**config.mk**
```make
export PLATFORM = sky130hd
export DESIGN_NAME = feature_frame_loader
export DESIGN_NICKNAME = d
export VERILOG_FILES = /design/src/rtl/feature_frame_loader.sv
export SDC_FILE = /design/constraint.sdc
export NUM_CORES = 1
export LEC_CHECK = 0
export CORE_AREA = 8 8 104 106
export CTS_CLUSTER_DIAMETER = 80
export DETAILED_ROUTE_END_ITERATION = 7
export DIE_AREA = 0 0 112 114
export HOLD_SLACK_MARGIN = 0.12
export PLACE_DENSITY = 0.57
export SLEW_MARGIN = 20
export SYNTH_ARGS = -nofsm -noshare
export SYNTH_HDL_FRONTEND = slang
export SYNTH_SLANG_ARGS = --single-unit
export TNS_END_PERCENT = 100
```
**constraint.sdc**
```tcl
create_clock -name clk -period 2.9 [get_ports clk]
set_clock_uncertainty 0.1 [all_clocks]
set_input_delay 0.58 -clock clk [delete_from_list [all_inputs] [get_ports clk]]
set_output_delay 0.58 -clock clk [all_outputs]
set_load 0.01 [all_outputs]
```
**src/rtl/feature_frame_loader.sv**
```systemverilog
// Streams a binary image in row by row, holds it as a stable feature vector for an
// external combinational classifier, then latches the classifier scores as a result.
module feature_frame_loader #(
  parameter int ROW_W       = 7,
  parameter int NUM_ROWS    = 7,
  parameter int EVAL_CYCLES = 2,
  parameter int CNT_W       = 16
) (
  input  logic                      clk,
  input  logic                      rst,
  input  logic                      row_valid,
  output logic                      row_ready,
  input  logic [ROW_W-1:0]          row_data,
  input  logic                      row_last,
  output logic [ROW_W*NUM_ROWS-1:0] feat_bits,
  output logic                      feat_valid,
  input  logic [1:0]                net_bits,
  output logic                      res_valid,
  input  logic                      res_ready,
  output logic                      res_class,
  output logic [1:0]                res_scores,
  output logic                      res_tie,
  output logic                      frame_err,
  output logic [CNT_W-1:0]          frames_done
);

  localparam int RW = (NUM_ROWS > 1) ? $clog2(NUM_ROWS) : 1;
  localparam int EW = $clog2(EVAL_CYCLES + 1);
  localparam logic [RW-1:0] LAST_ROW  = RW'(NUM_ROWS - 1);
  localparam logic [EW-1:0] EVAL_LOAD = EW'(EVAL_CYCLES);

  typedef enum logic [1:0] {LOAD, EVAL, RESULT} state_t;

  state_t          state;
  logic [RW-1:0]   row_idx;
  logic [EW-1:0]   eval_cnt;

  // Handshakes: a beat/result transfers on the rising edge where valid && ready.
  assign row_ready = (state == LOAD) && !rst;

  always_ff @(posedge clk) begin
    if (rst) begin
      state       <= LOAD;
      row_idx     <= '0;
      eval_cnt    <= '0;
      feat_bits   <= '0;
      feat_valid  <= 1'b0;
      res_valid   <= 1'b0;
      res_class   <= 1'b0;
      res_scores  <= 2'b00;
      res_tie     <= 1'b0;
      frame_err   <= 1'b0;
      frames_done <= '0;
    end else begin
      frame_err <= 1'b0;
      case (state)
        LOAD: begin
          if (row_valid) begin
            for (int r = 0; r < NUM_ROWS; r++) begin
              if (row_idx == RW'(r)) feat_bits[r*ROW_W +: ROW_W] <= row_data;
            end
            if (row_last && row_idx == LAST_ROW) begin
              row_idx    <= '0;
              eval_cnt   <= EVAL_LOAD;
              feat_valid <= 1'b1;
              state      <= EVAL;
            end else if (row_last || row_idx == LAST_ROW) begin
              // Short or overlong frame: drop it, keep stale rows for the next frame to overwrite.
              frame_err <= 1'b1;
              row_idx   <= '0;
            end else begin
              row_idx <= row_idx + 1'b1;
            end
          end
        end
        EVAL: begin
          if (eval_cnt == EW'(1)) begin
            res_scores <= net_bits;
            res_class  <= (net_bits == 2'b10);
            res_tie    <= (net_bits[0] == net_bits[1]);
            res_valid  <= 1'b1;
            state      <= RESULT;
          end
          eval_cnt <= eval_cnt - 1'b1;
        end
        RESULT: begin
          if (res_ready) begin
            frames_done <= frames_done + 1'b1;
            res_valid   <= 1'b0;
            feat_valid  <= 1'b0;
            state       <= LOAD;
          end
        end
        default: state <= LOAD;
      endcase
    end
  end

endmodule
```
==> results.txt, run 1 <==
Ys Warns - 0
IO buf count - 86
Placeable Area - 9110 um^2
# H-tree levels - 3
Minimum clock period - 2.24 ns
Dpl hpwl - 5.72 mm
Worst vdd ir - 0.228 mV
Crit-path slowest cell - clkdlybuf4s50_1
WHS Path Cells - 2
CP required - 2.22 ns
Final setup viols - 0
Gr ovfl total - 0
Metal2 WL - 3.94 mm
CP endpoint kind - output port
CTS tree - built
Largest net degree at the start of global routing - 80
Layout cells sized above 1 - 5.57%
Synth cell count leaders - 79 x dfxtp_1, 67 x nor2_1, 50 x mux2i_1, 14 x clkbuf_1
Post-Synthesis Cell Area - 3150 um^2
CP peak stage delay - 0.56 ns
Arrival time at the worst endpoint - 1.56 ns
Die Y - 114 um
Root cell of the clock tree - clkbuf_8
Most common cell in the netlist - dfxtp_1
DRT iter0 DRCs - 102
Die width - 112 um
Cell Pwr Density - 497 nW/um^2
Top Layer Used - met4
Post-synthesis sequential area ratio - 50.2%
Worst Setup Path Type - reg2out
Initial antenna violation count - 0
# rows - 35
Dominant cell type by area after synthesis - dfxtp_1
Routed WL - 8.12 mm
Synth top area share - 50.2%
Synth Flop Type - dfxtp_1
Slew headroom - 44.8%
Area of the die - 12,800 um^2
Met3 wire length - 363 um
Vias - 2,518
Fill cells - 892
DRC Markers - 0
Final Max Tran Viols - 0
Reg2Reg Depth - 4
Min-delay worst type - reg2reg
Slew @ Worst Pin - 0.828 ns
Clock Latency Late Sink - 0.35 ns
Hold-fix buffer count after cts - 0
Clock-pin slew on the worst setup and hold paths - 0.09 ns
Worst path cell trace - nor3_1 -> clkdlybuf4s50_1
Tot GR Track Use - 13.0%
Hold WS - 0.358 ns
Mapped Cells - 328
Pre-Repair DR Iteration Count - 4
Clock Sink Count - 79
CTS max path bufs - 2
Via/cell ratio - 4.81
TNS Setup - 0 ns
Area grow syn2layout - 36.4%
Syn Area/Cell - 9.60 um^2
#FFs+latches synth - 79
Final Hold Fails - 0
Unrepaired setup endpoints after global routing - no
N_diodes - 0
F_max - 447 MHz
Status - finished, final reports clean
Global-route wire length before repair - 13.2 mm
Setup bufs post-CTS - 0
Initial Util - 34.6%
Final Cycle Share - 77.2%
Critical path peak fanout - 10
Async set-reset flop share out of synthesis - 0%
Antenna-violating nets left - 0
Vias in the first global route - 2,523
Startpoint types - flip-flop
Net Count, Synth - 350
Yosys cell types - 31
Leakage - 1.60 nW
I/O pin total - 87
Post-CTS Resized - 0
WL met1 - 3.66 mm
Ranking of synthesized cells by area - dfxtp_1 50%, mux2i_1 16%, nor2_1 8.0%, ha_1 3.2%, xnor2_1 2.2%
Average wire per standard cell - 15.5 um
Max-cap violations - 0
Post-synth EDFFs - 0
Fin nets - 430
Total CTS buffers - 9
Placer congestion estimate - 0.754
-- final timing paths --
check | startpoint | endpoint | slack, ns
hold reg to reg | res_scores[0] | res_scores[0] | 0.36
setup reg to reg | state[1] | frames_done[11] | 0.83
setup / recovery | state[1] | row_ready | 0.66
hold / removal | res_scores[0] | res_scores[0] | 0.36
-- area by class of cell --
class,instances,area [um^2],area share (%)
Multi-Input combinational cell,217,1430,33.4
Inverter,13,48.8,1.14
Timing Repair Buffer,88,871,20.3
Clock buffer,10,128,2.97
Clock inverter,6,92.6,2.16
Tap cell,111,139,3.23
Sequential cell,79,1580,36.8
-- layer usage --
metal,vias up,global-route usage [%]
met1,1193,15.2
met3,11,3.12
met2,48,21.8
met5,-,0
met4,0,6.74
li1,1266,-
-- report_power, final --
| part | switching, mW | total [mW] | internal [mW] |
|---|---|---|---|
| clock | 0.422 | 0.913 | 0.491 |
| combinational | 0.0648 | 0.118 | 0.0533 |
| sequential | 0.00629 | 1.10 | 1.10 |
-- registers in the layout (all words and copies together), names as in the netlist --
| register | count |
|---|---|
| state | 2 |
| row_idx | 3 |
| res_scores | 2 |
| feat_bits | 49 |
| eval_cnt | 2 |
| frames_done | 16 |
| frame_err | 1 |
| res_valid | 1 |
| res_tie | 1 |
| res_class | 1 |
| feat_valid | 1 |
-- through the flow --
stage          instances  setup slack (ns)  cell area (um^2)  power [mW]  util (%)
2_1_floorplan        328              1.02              3150        1.18         -
3_3_place_gp         508             0.380              4070        1.25      44.7
3_5_place_dp         508             0.305              4070        1.25      44.7
4_1_cts              524             0.640              4290        2.16      47.1
5_1_grt              524             0.549              4290        2.22      47.1
6_report             524             0.661              4290        2.13      47.1
-- cell families (layout without fill, tap and decap cells) --
group | Yosys count | after routing | share of synthesized area (%)
AOI/OAI and AO/OA | 23 | 23 | 4.09
xor gates and xnor gates | 11 | 11 | 3.06
adders and majority gates | 8 | 8 | 3.18
buffers and inverters | 32 | 117 | 4.21
DFF | 79 | 79 | 50.2
muxes | 51 | 51 | 16.3
and+or+nand+nor | 124 | 124 | 19.0
-- layout by cell type, fill, tap and decap left out --
cell type        Yosys  final
dfxtp_1             79     79
inv_1               13     13
o21ai_0              5      5
nor2b_1              2      2
nand2_1             10     10
clkinvlp_4           0      2
clkbuf_1            14      1
a21oi_1             13     13
xnor2_1              8      8
and2_1               1      1
nor3b_1              2      2
xor2_1               3      3
inv_6                0      2
or3b_2               1      1
bufinv_16            0      2
and3b_1              1      1
nor2_1              67     67
a22oi_1              2      2
buf_2                4      1
nand3_1             11     11
mux2_2               1      1
clkbuf_8             0      9
or3_1                5      5
nor3_1               8      8
and4_1               3      3
or4_4                1      1
nand4b_4             1      1
ha_1                 8      8
nor4_1               4      4
buf_4                0      2
nand4_1              6      6
clkdlybuf4s50_1      0     85
a211oi_1             2      2
mux2i_1             50     50
or2_2                1      1
a41oi_1              1      1
-- worst max-delay path, delay by kind of cell (launching register included) --
kind                   cells  cell delay, ns
flip-flops                 1            0.44
buffers and inverters      1            0.56
AND/OR/NAND/NOR            1            0.21
(Power assumes the default switching activity.)
==> inputs of run 2 (changes only) <==
- clock period: 2.9 -> 2.3 ns (I/O delays scaled with it)
==> run 2 against run 1 <==
Utilization is 1.5 points higher. Final area up 3.1%. Hold slack gained 0.0036 ns. Largest cell class unchanged. Via count decreased by 0.52%. Largest power group unchanged. Routed wire length hardly changed.
==> results.txt, run 2 (same netlist as run 1, synthesis figures left out) <==
Dpl hpwl - 5.76 mm (was 5.72 mm)
Final worst slack - 0.183 ns (was 0.661 ns)
Average wire per standard cell - 15.1 um (was 15.5 um)
Via/cell ratio - 4.67 (was 4.81)
CTS tree - built (unchanged)
Max reg flops - 49 (unchanged)
FF-to-FF End - frames_done[13] (was frames_done[11])
IO buf count - 86 (unchanged)
CP required - 1.74 ns (was 2.22 ns)
Min-delay worst type - reg2reg (unchanged)
Vias in the first global route - 2,494 (was 2,523)
Cell Pwr Density - 598 nW/um^2 (was 497 nW/um^2)
Root cell of the clock tree - clkbuf_8 (unchanged)
Commonest non-fill, non-tap cell in the layout - clkdlybuf4s50_1 (unchanged)
Most frequent cells in the layout - 85 x clkdlybuf4s50_1, 79 x dfxtp_1, 67 x nor2_1 (unchanged)
Area grow syn2layout - 40.7% (was 36.4%)
TNS Setup - 0 ns (unchanged)
Pre-Repair DR Iteration Count - 4 (unchanged)
Clock Sink Count - 79 (unchanged)
Max-cap violations - 0 (unchanged)
Leakage - 1.67 nW (was 1.60 nW)
N_diodes - 0 (unchanged)
Initial Util - 34.6% (unchanged)
Tot GR Track Use - 12.8% (was 13.0%)
WHS Path Cells - 2 (unchanged)
Reg2Reg Depth - 4 (unchanged)
Register with the most flip-flops - feat_bits (unchanged)
# H-tree levels - 3 (unchanged)
I/O pin total - 87 (unchanged)
Cell total after placement - 520 (was 508)
Final Cycle Share - 92.0%
CTS max path bufs - 2 (unchanged)
Arrival time at the worst endpoint - 1.56 ns (about the same)
Die Y - 114 um (unchanged)
Unrepaired setup endpoints after global routing - no (unchanged)
Total CTS buffers - 9 (unchanged)
Pre-CTS WS - -0.00470 ns (was 0.305 ns)
Setup bufs post-CTS - 0 (unchanged)
Slew headroom - 45.1% (was 44.8%)
Minimum clock period - 2.12 ns
Post-CTS Resized - 0 (unchanged)
Pwr Total - 2.65 mW (was 2.13 mW)
Routed WL - 8.12 mm (about the same)
Reg-to-reg slack, setup - 0.39 ns (was 0.83 ns)
DRC Markers - 0 (unchanged)
CP endpoint kind - output port (unchanged)
Top Registers - feat_bits: 49 flops, frames_done: 16 flops, row_idx: 3 flops (unchanged)
# rows - 35 (unchanged)
Status - finished, final reports clean (unchanged)
Sink of the worst hold path - res_class (was res_scores[0])
Hold-fix buffer count after cts - 0 (unchanged)
F_max - 472 MHz
DRT iter0 DRCs - 82 (was 102)
Vias - 2,505 (was 2,518)
Startpoint types - flip-flop (unchanged)
Critical hold path startpoint - res_class (was res_scores[0])
Gr ovfl total - 0 (unchanged)
Slew @ Worst Pin - 0.824 ns (was 0.828 ns)
Final Max Tran Viols - 0 (unchanged)
Initial antenna violation count - 0 (unchanged)
Critical path peak fanout - 10 (unchanged)
Largest net degree at the start of global routing - 80 (unchanged)
Worst Setup Path Type - reg2out (unchanged)
Placeable Area - 9110 um^2 (unchanged)
Final Hold Fails - 0 (unchanged)
Global-route wire length before repair - 13.1 mm (was 13.2 mm)
Antenna-violating nets left - 0 (unchanged)
Fin nets - 442 (was 430)
Clock Latency Late Sink - 0.35 ns (about the same)
R2r startpoint - state[1] (unchanged)
Clock-pin slew on the worst setup and hold paths - 0.09 ns (about the same)
Worst vdd ir - 0.291 mV (was 0.228 mV)
Layout cells sized above 1 - 8.47% (was 5.57%)
Die width - 112 um (unchanged)
Final Util - 48.6% (was 47.1%)
Final setup viols - 0 (unchanged)
Area of the die - 12,800 um^2 (unchanged)
Fill cells - 877 (was 892)
Final non-filler cell total - 536 (was 524)
Placer congestion estimate - 0.733 (was 0.754)
run 2: changes by cell type in the layout (fill, tap and decap cells not counted), sizes merged:
cell,delta
buf,+12
bufinv,-1
clkbuf,+1
clkinv,+1
clkinvlp,-1
run 2: worst max-delay path by stage:
stage                       to            from  slack [ns]  cells past startpoint
2_1_floorplan  frames_done[15]  frames_done[0]        0.59                      4
3_3_place_gp   frames_done[11]       res_ready        0.03                      5
3_5_place_dp   frames_done[13]       res_ready      -0.005                      5
4_1_cts              row_ready        state[1]        0.16                      2
5_1_grt              row_ready        state[1]        0.06                      2
6_report             row_ready        state[1]        0.18                      2
run 2: critical path: stages (launching register included):
cell and delay, ns:
dfxtp_1 0.43, nor3_1 0.21, clkdlybuf4s50_1 0.56
run 2: report_power, final:
group	switching [mW]	total (mW)	internal [mW]
Clock	0.530	1.10	0.571
Combinational	0.0831	0.156	0.0733
Sequential	0.00772	1.39	1.38
run 2: per-layer routing:
layer  vias to the layer above  GRT usage [%]  routed length (um)
met3                         9           4.23                 416
met2                        43           20.8                3890
met4                         0           5.04                 119
li1                       1292              -                   -
met1                      1161           15.4                3690
met5                         -              0                   0
run 2: layout make-up:
type	count	area (um^2)	area share, %
flip-flops and latches	79	1580	35.7
multi-input cells	217	1430	32.4
well taps	111	139	3.14
clock buffers	11	151	3.42
clock inverters	5	63.8	1.44
inverters	13	48.8	1.10
repair buffers	100	1010	22.8
run 2: per-stage QoR:
step / hold WS [ns] / instance area, um^2
finish: 0.362 / 4430
global route: 0.382 / 4430
CTS: 0.365 / 4430
detailed placement: 0.351 / 4210
global placement: 0.342 / 4210
floorplan: 0.344 / 3150
==> inputs of run 3 (changes only) <==
- CAP_MARGIN: default -> 20
==> results of run 3 <==
Final layout, timing and power as in run 2 (identical DEF).
